### config.mk
export PLATFORM = sky130hd
export DESIGN_NAME = uart_msg_tx_flat
export DESIGN_NICKNAME = d
export VERILOG_FILES = /design/src/rtl/uart_msg_tx_if.sv /design/src/rtl/uart_msg_tx.sv /design/src/flat_wrapper.sv
export SDC_FILE = /design/constraint.sdc
export NUM_CORES = 1
export LEC_CHECK = 0
export CORE_AREA = 2 2 71 90
export CTS_CLUSTER_DIAMETER = 120
export DETAILED_ROUTE_END_ITERATION = 7
export DIE_AREA = 0 0 73 92
export RECOVER_POWER = 50
export SLEW_MARGIN = 20
export SYNTH_ARGS = -nofsm -noshare
export SYNTH_HDL_FRONTEND = slang
export SYNTH_SLANG_ARGS = --single-unit
### constraint.sdc
create_clock -name clk -period 6 [get_ports clk]
set_input_delay 1.2 -clock clk [delete_from_list [all_inputs] [get_ports clk]]
set_output_delay 1.2 -clock clk [all_outputs]
set_load 0.02 [all_outputs]
### src/rtl/uart_msg_tx_if.sv
// Signal bundle between the message transmitter and its ROM and host.
// master is the transmitter side; slave is the ROM/host side.
interface uart_msg_tx_if #(
    parameter int ADDR_W = 8
);
    logic              start;
    logic [ADDR_W-1:0] address;
    logic [7:0]        data;
    logic              tx;
    logic              idle;
    logic              done;

    modport master (
        input  start,
        input  data,
        output address,
        output tx,
        output idle,
        output done
    );

    modport slave (
        output start,
        output data,
        input  address,
        input  tx,
        input  idle,
        input  done
    );
endinterface

### src/rtl/uart_msg_tx.sv
// UART transmitter that streams a zero-terminated message from a combinational ROM.
// Each byte costs one FETCH cycle plus a start/data/parity/stop frame.
module uart_msg_tx #(
    parameter int CLK_DIV   = 4,
    parameter int DATA_BITS = 8,
    parameter int PARITY    = 0,
    parameter int STOP_BITS = 1,
    parameter int ADDR_W    = 8,
    parameter int MAX_LEN   = 256
) (
    input  logic          clk,
    input  logic          rst,
    uart_msg_tx_if.master bus
);
    localparam int DIV_W = (CLK_DIV > 1) ? $clog2(CLK_DIV) : 1;
    localparam logic [DIV_W-1:0]  DIV_LAST  = DIV_W'(CLK_DIV - 1);
    localparam logic [2:0]        DBIT_LAST = 3'(DATA_BITS - 1);
    localparam logic [2:0]        SBIT_LAST = 3'(STOP_BITS - 1);
    localparam logic [ADDR_W-1:0] ADDR_LAST = ADDR_W'(MAX_LEN - 1);
    localparam logic              PAR_ODD   = (PARITY == 1);

    typedef enum logic [2:0] {
        S_IDLE,
        S_FETCH,
        S_START,
        S_DATA,
        S_PARITY,
        S_STOP
    } state_t;

    state_t                r_state,   w_state_next;
    logic                  r_start_q;
    logic [ADDR_W-1:0]     r_addr,    w_addr_next;
    logic                  r_tx,      w_tx_next;
    logic                  r_idle,    w_idle_next;
    logic                  r_done,    w_done_next;
    logic [DIV_W-1:0]      r_div,     w_div_next;
    logic [2:0]            r_bit,     w_bit_next;
    logic [DATA_BITS-1:0]  r_shift,   w_shift_next;
    logic                  r_par,     w_par_next;
    logic                  w_bit_end;

    assign w_bit_end = (r_div == DIV_LAST);

    always_comb begin
        w_state_next = r_state;
        w_addr_next  = r_addr;
        w_tx_next    = r_tx;
        w_idle_next  = r_idle;
        w_done_next  = 1'b0;
        w_div_next   = '0;
        w_bit_next   = r_bit;
        w_shift_next = r_shift;
        w_par_next   = r_par;
        // divider restarts at every bit boundary so bit lengths never drift
        if (r_state != S_IDLE && r_state != S_FETCH && !w_bit_end)
            w_div_next = r_div + 1'b1;
        case (r_state)
            S_IDLE: begin
                w_tx_next = 1'b1;
                if (bus.start && !r_start_q) begin
                    w_state_next = S_FETCH;
                    w_addr_next  = '0;
                    w_idle_next  = 1'b0;
                end
            end
            S_FETCH: begin
                if (bus.data == 8'h00) begin
                    w_state_next = S_IDLE;
                    w_idle_next  = 1'b1;
                    w_done_next  = 1'b1;
                end else begin
                    w_state_next = S_START;
                    w_tx_next    = 1'b0;
                    w_shift_next = bus.data[DATA_BITS-1:0];
                    w_par_next   = (^bus.data[DATA_BITS-1:0]) ^ PAR_ODD;
                end
            end
            S_START: begin
                if (w_bit_end) begin
                    w_state_next = S_DATA;
                    w_tx_next    = r_shift[0];
                    w_shift_next = r_shift >> 1;
                    w_bit_next   = '0;
                end
            end
            S_DATA: begin
                if (w_bit_end) begin
                    if (r_bit == DBIT_LAST) begin
                        w_bit_next = '0;
                        if (PARITY != 0) begin
                            w_state_next = S_PARITY;
                            w_tx_next    = r_par;
                        end else begin
                            w_state_next = S_STOP;
                            w_tx_next    = 1'b1;
                        end
                    end else begin
                        w_tx_next    = r_shift[0];
                        w_shift_next = r_shift >> 1;
                        w_bit_next   = r_bit + 1'b1;
                    end
                end
            end
            S_PARITY: begin
                if (w_bit_end) begin
                    w_state_next = S_STOP;
                    w_tx_next    = 1'b1;
                    w_bit_next   = '0;
                end
            end
            S_STOP: begin
                w_tx_next = 1'b1;
                if (w_bit_end) begin
                    if (r_bit != SBIT_LAST) begin
                        w_bit_next = r_bit + 1'b1;
                    end else if (r_addr == ADDR_LAST) begin
                        // length cap reached: finish without fetching a terminator
                        w_state_next = S_IDLE;
                        w_idle_next  = 1'b1;
                        w_done_next  = 1'b1;
                    end else begin
                        w_state_next = S_FETCH;
                        w_addr_next  = r_addr + 1'b1;
                    end
                end
            end
            default: begin
                w_state_next = S_IDLE;
                w_tx_next    = 1'b1;
                w_idle_next  = 1'b1;
            end
        endcase
    end

    always_ff @(posedge clk or posedge rst) begin
        if (rst) begin
            r_state   <= S_IDLE;
            r_start_q <= 1'b1;
            r_addr    <= '0;
            r_tx      <= 1'b1;
            r_idle    <= 1'b1;
            r_done    <= 1'b0;
            r_div     <= '0;
            r_bit     <= '0;
            r_shift   <= '0;
            r_par     <= 1'b0;
        end else begin
            r_state   <= w_state_next;
            r_start_q <= bus.start;
            r_addr    <= w_addr_next;
            r_tx      <= w_tx_next;
            r_idle    <= w_idle_next;
            r_done    <= w_done_next;
            r_div     <= w_div_next;
            r_bit     <= w_bit_next;
            r_shift   <= w_shift_next;
            r_par     <= w_par_next;
        end
    end

    assign bus.address = r_addr;
    assign bus.tx      = r_tx;
    assign bus.idle    = r_idle;
    assign bus.done    = r_done;
endmodule

### src/flat_wrapper.sv
// flat-port wrapper written by rule: the top's interface ports become plain ports
module uart_msg_tx_flat 
#(
    parameter int CLK_DIV   = 4,
    parameter int DATA_BITS = 8,
    parameter int PARITY    = 0,
    parameter int STOP_BITS = 1,
    parameter int ADDR_W    = 8,
    parameter int MAX_LEN   = 256
)
  (clk, rst, bus_start, bus_data, bus_address, bus_tx, bus_idle, bus_done);
  uart_msg_tx_if #(.ADDR_W(ADDR_W)) bus_i ();
  input  logic clk;
  input  logic rst;
  input wire logic [$bits(bus_i.start)-1:0] bus_start;
  input wire logic [$bits(bus_i.data)-1:0] bus_data;
  output wire logic [$bits(bus_i.address)-1:0] bus_address;
  output wire logic [$bits(bus_i.tx)-1:0] bus_tx;
  output wire logic [$bits(bus_i.idle)-1:0] bus_idle;
  output wire logic [$bits(bus_i.done)-1:0] bus_done;
  assign bus_i.start = bus_start;
  assign bus_i.data = bus_data;
  assign bus_address = bus_i.address;
  assign bus_tx = bus_i.tx;
  assign bus_idle = bus_i.idle;
  assign bus_done = bus_i.done;
  uart_msg_tx #(.CLK_DIV(CLK_DIV), .DATA_BITS(DATA_BITS), .PARITY(PARITY), .STOP_BITS(STOP_BITS), .ADDR_W(ADDR_W), .MAX_LEN(MAX_LEN)) u_core (.clk(clk), .rst(rst), .bus(bus_i));
endmodule
==> impl_results.md <==
- Slew of the pin with the lowest slew margin: 1.03 ns
- Met3 Routed Length: 106 microns
- Fraction of the cycle the final worst path needs: 46.8%
- Quantity of I/O buffers inserted on ports: 21
- Routability-driven placement congestion ratio: 0.808
- Number of global-route vias before repair: 1376
- Type of the tightest min-delay check: reg -> reg
- Fraction of final layout cells sized beyond drive strength 1: 10.3%
- Run status: completed
- Vertical extent of the die: 92 microns
- H-tree levels: 1
- Remaining DRCs: 0
- Final Hold Vio Count: 0
- Register area share after synthesis: 41.0%
- Hold slack final: 0.436 ns
- Routed metal-1 wirelength: 1.58 mm
- Count of flip-flops with a built-in enable after synthesis: 0
- Min Tclk post-route: 2.81 ns
- Proportion of power drawn by combinational gates: 43.2%
- Power Density: 416 nW/um^2
- Worst setup startpoint: bus_data[2]
- Setup repair after global routing missed its margin: false
- Critical path startpoint category: primary input
- Internal power component: 538 uW
- Crit Reg-Reg Startpoint: u_core.r_state[2]
- Detailed-routing iteration count for the pre-antenna-repair pass: 4
- Number of diodes added for antenna fixing: 0
- Source-to-sink clock delay at the later pin of the worst-skew pair: 0.28 ns
- Slowest cell on crit path: sky130_fd_sc_hd__nor4_1
- Top cells by area, synth: sky130_fd_sc_hd__dfrtp_1 36%, sky130_fd_sc_hd__ha_1 5.8%, sky130_fd_sc_hd__mux2_1 5.2%
- Detailed Route Iter0 Violations: 52
- Placed Instances: 249
- Setup TNS: 0 ns
- Number of placement rows: 32
- Net count, final: 205
- Cell type group with the largest total delay on the critical path: simple AND/OR/NAND/NOR gates
- HP Start: u_core.r_div[0]
- TritonCTS clock tree: yes
- Share of the synthesized area in the top cell type: 36.4%
- Worst max-slew margin expressed relative to the limit: 31.2%
- Async set-or-reset flop fraction in the synthesized netlist: 100%
- Overflow after GRT: 0
- Post-CTS Setup Repair Bufs: 0
- Number of nets produced by synthesis: 187
- Number of cells upsized or downsized after cts: 0
- Final count of pins violating max slew: 0
- Number of sinks on the clock net: 28
- Global Route Usage Sum: 12.0%
- Fmax: 0.356 GHz
- Type of the worst setup path: in -> reg
- Hold-fix buffers, CTS: 0
- Cell-by-cell listing of the critical path: clkdlybuf4s50_1 > nor4_1 > nand3_1 > o211ai_2 > mux2_1
- Worst IR Drop VDD: 0.000161 V
- Via density per instance: 5.47
- Initial core utilization: 28.8%
- Total of warnings raised by yosys: 0
- Global-route wire length before repair: 6.49 mm
- Count of distinct cell types in the synthesized netlist: 47
- Post-Synthesis Cells: 168
- Leakage dissipation: 0.833 nW
- Die Span X: 73 microns
- Register share of total power: 39.0%
- Number of buffers added by the clock tree synthesis step: 3
- Max-cap violations: 0
- Pin count of the biggest net entering global routing: 29
- Area inside the core boundary: 5970 sq um
- Count of placed standard cells in the final layout, fillers left out: 253
- Crit path buffers/inverters: 1
- DIE AREA: 6720 sq um
- Max clock buf depth: 2
- WL/cell: 14.0 microns
- Mean cell area of the mapped netlist: 10.2 sq um
- Total wire length: 3.54 mm
- Maximum net fanout on the critical path: 8
- Total number of vias: 1384
- Endpoint required time on the critical path: 6.17 ns
- Initial antenna violation count: 0
- FF+latch count, synth: 28
- Layout overhead on the synthesized area: 18.1%
- Final setup vio count: 0
- Top-level I/O count: 22
- Data arrival at the endpoint of the critical path: 2.98 ns
- Power dissipated by switching net loads: 307 uW
- Sw Share: 36.3%
- Portion of total power attributed to the clock network: 17.8%
- Post-CTS clock slew at the launch and capture registers of the worst setup and hold paths: 0.10 ns
- Detailed route wirelength on metal2: 1.78 mm
- Post-synthesis instance area: 1720 sq um
- Leading register cell type out of synthesis: sky130_fd_sc_hd__dfrtp_1
- Max Used Layer: met4
- Capturing element type of the critical path: flop
- Largest stage delay, worst path: 0.52 ns
- Library cell used as clock root buffer: sky130_fd_sc_hd__clkbuf_8
- Final HPWL DP: 2.63 mm
- Number of nets still failing antenna checks after routing: 0
- Cell type with the largest total area after synthesis: sky130_fd_sc_hd__dfrtp_1
- Clock Skew: 0.00518 ns
[flip-flops by register name, summed over array words and instances (netlist names)]
name,count
u_core.r_start_q,1
u_core.bus.address,8
u_core.bus.idle,1
u_core.bus.tx,1
u_core.r_shift,8
u_core.r_state,3
u_core.r_bit,3
u_core.r_div,2
u_core.bus.done,1
[logic make-up (layout without fill, tap and decap cells)]
kind of cell | Yosys count | count (layout) | synth area share (%)
AND/OR/NAND/NOR | 54 | 54 | 17.4
AO/OA/AOI/OAI | 41 | 41 | 17.9
flip-flops | 28 | 28 | 41.0
multiplexers | 19 | 19 | 12.2
buffers and inverters | 17 | 34 | 5.17
adder cells (fa/ha/maj) | 8 | 8 | 5.83
XOR/XNOR | 1 | 1 | 0.510
[cells in the mapped netlist, drive strengths merged (2+ instances only)]
cell type,instances
a21boi,2
a21oi,9
a41oi,3
and3b,2
buf,6
clkbuf,2
dfrtp,25
dfstp,3
ha,8
inv,9
mux2,15
mux2i,4
nand2,10
nand2b,2
nand3,16
nand3b,2
nor2,3
nor2b,3
nor3,2
nor3b,3
nor4,3
o211ai,2
o21ai,7
o31ai,3
o32ai,3
or4,4
[final timing paths]
| path | to | slack (ns) | cells past startpoint |
|---|---|---|---|
| hold / removal | u_core.r_div[0] | 0.44 | 1 |
| min in group asynchronous | u_core.bus.address[5] | 1.60 | 2 |
| setup / recovery | u_core.r_shift[5] | 3.19 | 5 |
| setup reg to reg | u_core.r_shift[5] | 3.56 | 6 |
| max in group asynchronous | u_core.r_state[1] | 3.78 | 2 |
| hold reg to reg | u_core.r_div[0] | 0.44 | 1 |
[power by group through the flow]
stage / logic, mW / clock network, mW / registers, mW
global placement: 0.364 / 0 / 0.332
CTS: 0.372 / 0.156 / 0.330
detailed placement: 0.371 / 0 / 0.333
finish: 0.364 / 0.151 / 0.329
global route: 0.414 / 0.161 / 0.342
floorplan: 0.278 / 0 / 0.320
[layout by cell type (no fill, tap or decap), types with 4 or more instances in the layout]
cell type and instances:
sky130_fd_sc_hd__clkdlybuf4s50_1 19, sky130_fd_sc_hd__a21oi_1 9, sky130_fd_sc_hd__dfrtp_1 25, sky130_fd_sc_hd__ha_1 8, sky130_fd_sc_hd__or4_1 4, sky130_fd_sc_hd__mux2i_1 4, sky130_fd_sc_hd__mux2_1 8, sky130_fd_sc_hd__nand3_1 16
sky130_fd_sc_hd__nand2_1 10, sky130_fd_sc_hd__inv_1 9, sky130_fd_sc_hd__mux2_2 7, sky130_fd_sc_hd__o21ai_0 7
[routing by layer]
| layer | up-vias | track usage [%] |
|---|---|---|
| li1 | 665 | - |
| met2 | 26 | 19.8 |
| met3 | 5 | 1.65 |
| met1 | 688 | 15.6 |
| met4 | 0 | 4.63 |
| met5 | - | 0 |
[metrics by stage]
stage               cell area [sq um]  utilization (%)  worst slack (ns)  total power, mW
floorplan                        1720                -              3.57            0.598
global placement                 1960             32.8              2.94            0.696
detailed placement               1960             32.8              2.87            0.704
CTS                              2030             34.0              3.18            0.858
global route                     2030             34.0              3.00            0.918
finish                           2030             34.0              3.19            0.844
[final cells by class]
type / instances / area [sq um]
clock buffers: 3 / 41.3
clock inverters: 1 / 30.0
fillers: 616 / 3940
inverters: 9 / 33.8
multi-input cells: 123 / 923
flip-flops and latches: 28 / 704
well taps: 68 / 85.1
repair buffers: 21 / 210
(Power assumes the default switching activity.)
==> patch 1: new RTL, same settings <==
Take the reset off `r_addr` and `r_shift` and load them in a clocked block of their own.
--- a/src/rtl/uart_msg_tx.sv
+++ b/src/rtl/uart_msg_tx.sv
@@ -137,26 +137,27 @@
         if (rst) begin
             r_state   <= S_IDLE;
             r_start_q <= 1'b1;
-            r_addr    <= '0;
             r_tx      <= 1'b1;
             r_idle    <= 1'b1;
             r_done    <= 1'b0;
             r_div     <= '0;
             r_bit     <= '0;
-            r_shift   <= '0;
             r_par     <= 1'b0;
         end else begin
             r_state   <= w_state_next;
             r_start_q <= bus.start;
-            r_addr    <= w_addr_next;
             r_tx      <= w_tx_next;
             r_idle    <= w_idle_next;
             r_done    <= w_done_next;
             r_div     <= w_div_next;
             r_bit     <= w_bit_next;
-            r_shift   <= w_shift_next;
             r_par     <= w_par_next;
         end
+    end
+
+    always_ff @(posedge clk) begin
+        r_addr  <= w_addr_next;
+        r_shift <= w_shift_next;
     end
 
     assign bus.address = r_addr;
Formal check against the unedited RTL: no difference found for any inputs over 10 cycles, from zero or initial values and one cycle with rst high; that may be too few to reach the edited logic, so the function may still have changed.
==> patch 1 against the original RTL <==
- synthesized area decreased by 6.8%
- cell area decreased by 6.2%
- sequential cell count stayed put
- worst hold slack improved by 0.017 ns
- setup slack improved by 0.0072 ns
- count of clock-buffer cells in the layout up 1
- sequential share of layout area increased by 6.5 points
- wire length fell by 16%
- register-to-register slack worse by 0.14 ns
- largest cell class is now registers
Power is not compared: it rests on default switching activity, and its combinational part moved more than twofold at a synthesized area within 25%.
==> patch 1: results (changes against the original RTL) <==
- Clk tree area frac: 2.37% (-1.1 points)
- R2r setup slk: 3.42 ns (-0.14 ns)
- Reg power frac: between 50 and 60%
- Clock transition at path regs: 0.09 ns
- Min-Delay Endpoint: u_core.r_div[0]
- Worst Tran Pin Value: 0.620 ns (-0.411 ns)
- Routed vias/inst: 4.83 (-12%)
- Pin count of the biggest net entering global routing: 21 (-28%)
- Gr usage total: 9.61% (-2.4 points)
- Status: finished, final reports clean
- Worst EP arrival: 2.79 ns (-0.19 ns)
- Worst setup path start: bus_data[6]
- Global-route wire length before repair: 5.22 mm (-20%)
- Pre-CTS setup slack: 2.64 ns (-0.229 ns)
- Compound-Gate Fraction of Synth Area: 9.85% (-8.0 points)
- Port Buf Inserts: 21 (unchanged)
- Adder-Cell Fraction of Synth Area: 6.25% (+0.42 points)
- Seq/Total Area, Yosys: 49.0% (+8.0 points)
- Synth top cells by count: edfxtp_1 (16), nor2_1 (11), dfrtp_1 (9), inv_1 (9)
- End of the critical path: u_core.r_shift[3]
- Setup TNS Final: 0 ns (unchanged)
- Register-to-Register Path Depth: 5 (-1)
- Plain + repair buffers: 22 (+4.8%)
- Detailed placer's ending HPWL: 2.18 mm (-17%)
- Crit-path max FO: 5 (-3)
- Synth area leaders: edfxtp_1 (30%), dfrtp_1 (14%), ha_1 (6.3%), dfstp_2 (4.9%), mux2_2 (4.9%)
- Seq cells: 28 (unchanged)
- Mux cell area share after synthesis: 8.05% (-4.1 points)
- Total routed wirelength: 2.97 mm (-16%)
- Leak: 0.703 nW
- Layout cells sized above 1: 9.64% (-0.63 points)
- Nets@finish: 186 (-9.3%)
- Buffering overhead: 11.3% (+0.95 points)
- Met1 wire length: 1.40 mm (-11%)
- Min Tclk post-route: 2.80 ns (-0.00719 ns)
- Yosys cell types: 45 (-4.3%)
- Syn_nets: 166 (-11%)
- Antenna violations before repair: 0 (unchanged)
- EDFF count, synth: 16 (+16)
- Post-synthesis xor/xnor area fraction: 3.83% (+3.3 points)
- H-tree Lvls: 1 (unchanged)
- Die Footprint: 0.00672 mm^2 (unchanged)
- Antenna Cells: 0 (unchanged)
- Multi-input logic area: 738 um^2 (-20%)
- Asr flop ratio synth: 42.9% (-57 points)
- FILL cells: 599 (-2.8%)
- # Post-CTS Setup Buffers: 0 (unchanged)
- Clock buffers: 4 (+1)
- Reg area: 785 um^2 (+11%)
- Top_reg_cell synth: edfxtp_1
- Initial drt markers: 59 (+13%)
- Multi-input gates: 103 (-16%)
- Root Buffer: clkbuf_8
- Final GP Congestion: 0.791 (-2.2%)
- Metal2 WL: 1.45 mm (-19%)
- Met3 wire length: 98 um (-7.5%)
- Vias in the first global route: 1124 (-18%)
- Clock skew: 0.00401 ns (-0.00117 ns)
- Worst Hold Class: register to register
-- patch 1: cell types whose count changed after synthesis, sizes merged, moves of 5 or more --
cell	before	now
dfrtp	25	9
edfxtp	0	16
mux2	15	7
nand3	16	8
nor2	3	11
xor2	0	5
-- patch 1: per-layer routing --
layer / vias up / track usage (%)
met5: - / 0
li1: 569 / -
met3: 2 / 2.53
met1: 535 / 12.7
met2: 25 / 15.5
met4: 0 / 2.31
-- patch 1: critical path: stages --
cell and delay [ns]:
clkdlybuf4s50_1 0.48, nor4_1 0.07, and2_1 0.19, a221oi_1 0.56, clkbuf_2 0.28
-- patch 1: metrics by stage --
step / std cells / hold WS (ns) / cell area (um^2) / total power, mW
2_1_floorplan: 147 / 0.408 / 1600 / 0.434
3_3_place_gp: 229 / 0.422 / 1860 / 0.478
3_5_place_dp: 229 / 0.439 / 1860 / 0.481
4_1_cts: 233 / 0.455 / 1910 / 0.588
5_1_grt: 234 / 0.478 / 1900 / 0.626
6_report: 234 / 0.453 / 1900 / 0.578
==> patch 2: new RTL, config.mk and constraints unchanged <==
Made on the original files. `PARITY` is set to 0 in 2 places; all go to 1.
--- a/src/rtl/uart_msg_tx.sv
+++ b/src/rtl/uart_msg_tx.sv
@@ -3,7 +3,7 @@
 module uart_msg_tx #(
     parameter int CLK_DIV   = 4,
     parameter int DATA_BITS = 8,
-    parameter int PARITY    = 0,
+    parameter int PARITY    = 1,
     parameter int STOP_BITS = 1,
     parameter int ADDR_W    = 8,
     parameter int MAX_LEN   = 256
--- a/src/flat_wrapper.sv
+++ b/src/flat_wrapper.sv
@@ -3,7 +3,7 @@
 #(
     parameter int CLK_DIV   = 4,
     parameter int DATA_BITS = 8,
-    parameter int PARITY    = 0,
+    parameter int PARITY    = 1,
     parameter int STOP_BITS = 1,
     parameter int ADDR_W    = 8,
     parameter int MAX_LEN   = 256
Formal check against the unedited RTL: no difference found for any inputs over 10 cycles, from zero or initial values and one cycle with rst high; that may be too few to reach the edited logic, so the function may still have changed.
==> patch 2 against the original RTL <==
- the flow now finishes with violations (capacitance limit, slew limit)
- synthesized area is 6.3% higher
- cell area grew 5.7%
- setup slack got worse by 0.013 ns
- via count shrank 1.0%
- wire length grew 1.6%
- die area unchanged
- sequential cell count is 1 higher
Power is not compared: it rests on default switching activity, and its combinational part moved more than twofold at a synthesized area within 25%.
==> patch 2: results (changes against the original RTL) <==
- Status: finished, violations left
- Failing checks: capacitance limit, slew limit
- FILL cells: 605 (-1.8%)
- Synth top cells by count: dfrtp_1 (26), inv_1 (20), nand2_1 (13)
- WHS: 0.430 ns (-0.00650 ns)
- Placed cell count: 264 (+6.0%)
- R2r setup slk: 3.62 ns (+0.06 ns)
- Vias in the first global route: 1278 (-7.1%)
- Min Tclk post-route: 2.82 ns (+0.0132 ns)
- Global-route wire length before repair: 5.97 mm (-8.1%)
- Crit-path max FO: 29 (+21)
- Pre-CTS setup slack: 2.88 ns (+0.0120 ns)
- Cell Area, Placed: 0.00206 mm^2 (+5.5%)
- Final GP Congestion: 0.780 (-3.6%)
- Reg area: 729 um^2 (+3.6%)
- Yosys cell types: 45 (-4.3%)
- CP delay by family, top: buffers and inverters
- Initial drt markers: 49 (-5.8%)
- Cells after synthesis: 182 (+8.3%)
- Seq/Total Area, Yosys: 40.0% (-1.0 points)
- Pin count of the biggest net entering global routing: 30 (+3.4%)
- Drt pass-1 iters: 5 (+1)
- Detailed placer's ending HPWL: 2.55 mm (-3.1%)
- Max Cap Viol: 1 (+1)
- Slew Viols, Final: 30 (+30)
- Gr usage total: 11.7% (-0.36 points)
- Worst EP arrival: 2.93 ns (-0.05 ns)
- TritonCTS Buffers: 5 (+2)
## patch 2: cell types whose count changed after synthesis, moves of 4 or more
cell / change
nand3_1: -11
a31oi_1: +4
inv_1: +11
mux2_1: -8
nor2_1: +9
or4_1: -4
nor3_1: +4
mux2_4: +8
## patch 2: cell families after synthesis
kind of cell	Yosys count	synth area share, %
AOI/OAI and AO/OA	40	15.2
buffers and inverters	28	7.54
DFF	29	40.0
xor gates and xnor gates	3	1.44
and+or+nand+nor	55	17.1
muxes	18	12.6
adders and majority gates	9	6.17
## patch 2: path summary, 6_finish.rpt
kind / endpoint / cells past startpoint
min in group asynchronous: u_core.bus.address[2] / 3
hold / removal: u_core.r_div[0] / 1
setup reg to reg: u_core.r_bit[2] / 4
hold reg to reg: u_core.r_div[0] / 1
setup / recovery: u_core.bus.done / 3
max in group clk: u_core.r_shift[6] / 7
## patch 2: cell type report
| cell class | count | area share [%] |
|---|---|---|
| Clock buffer | 8 | 4.20 |
| Tap cell | 68 | 3.97 |
| Inverter | 20 | 3.50 |
| Timing Repair Buffer | 22 | 9.98 |
| Multi-Input combinational cell | 125 | 44.3 |
| Sequential cell | 29 | 34.0 |
## patch 2: power groups by stage
| stage | combinational [mW] | clock [mW] | sequential, mW |
|---|---|---|---|
| final | 0.0397 | 0.167 | 0.209 |
| after floorplan | 0.0281 | 0 | 0.211 |
| after global routing | 0.0456 | 0.182 | 0.211 |
| after detailed placement | 0.0413 | 0 | 0.213 |
| after CTS | 0.0414 | 0.174 | 0.209 |
| after global placement | 0.0404 | 0 | 0.213 |
## patch 2: per-layer routing
| metal | global-route usage, % | part of all wire (%) |
|---|---|---|
| met1 | 14.2 | 46 |
| met2 | 18.6 | 48 |
| met3 | 3.30 | 3.5 |
| met4 | 5.56 | 2.1 |
| met5 | 0 | 0 |
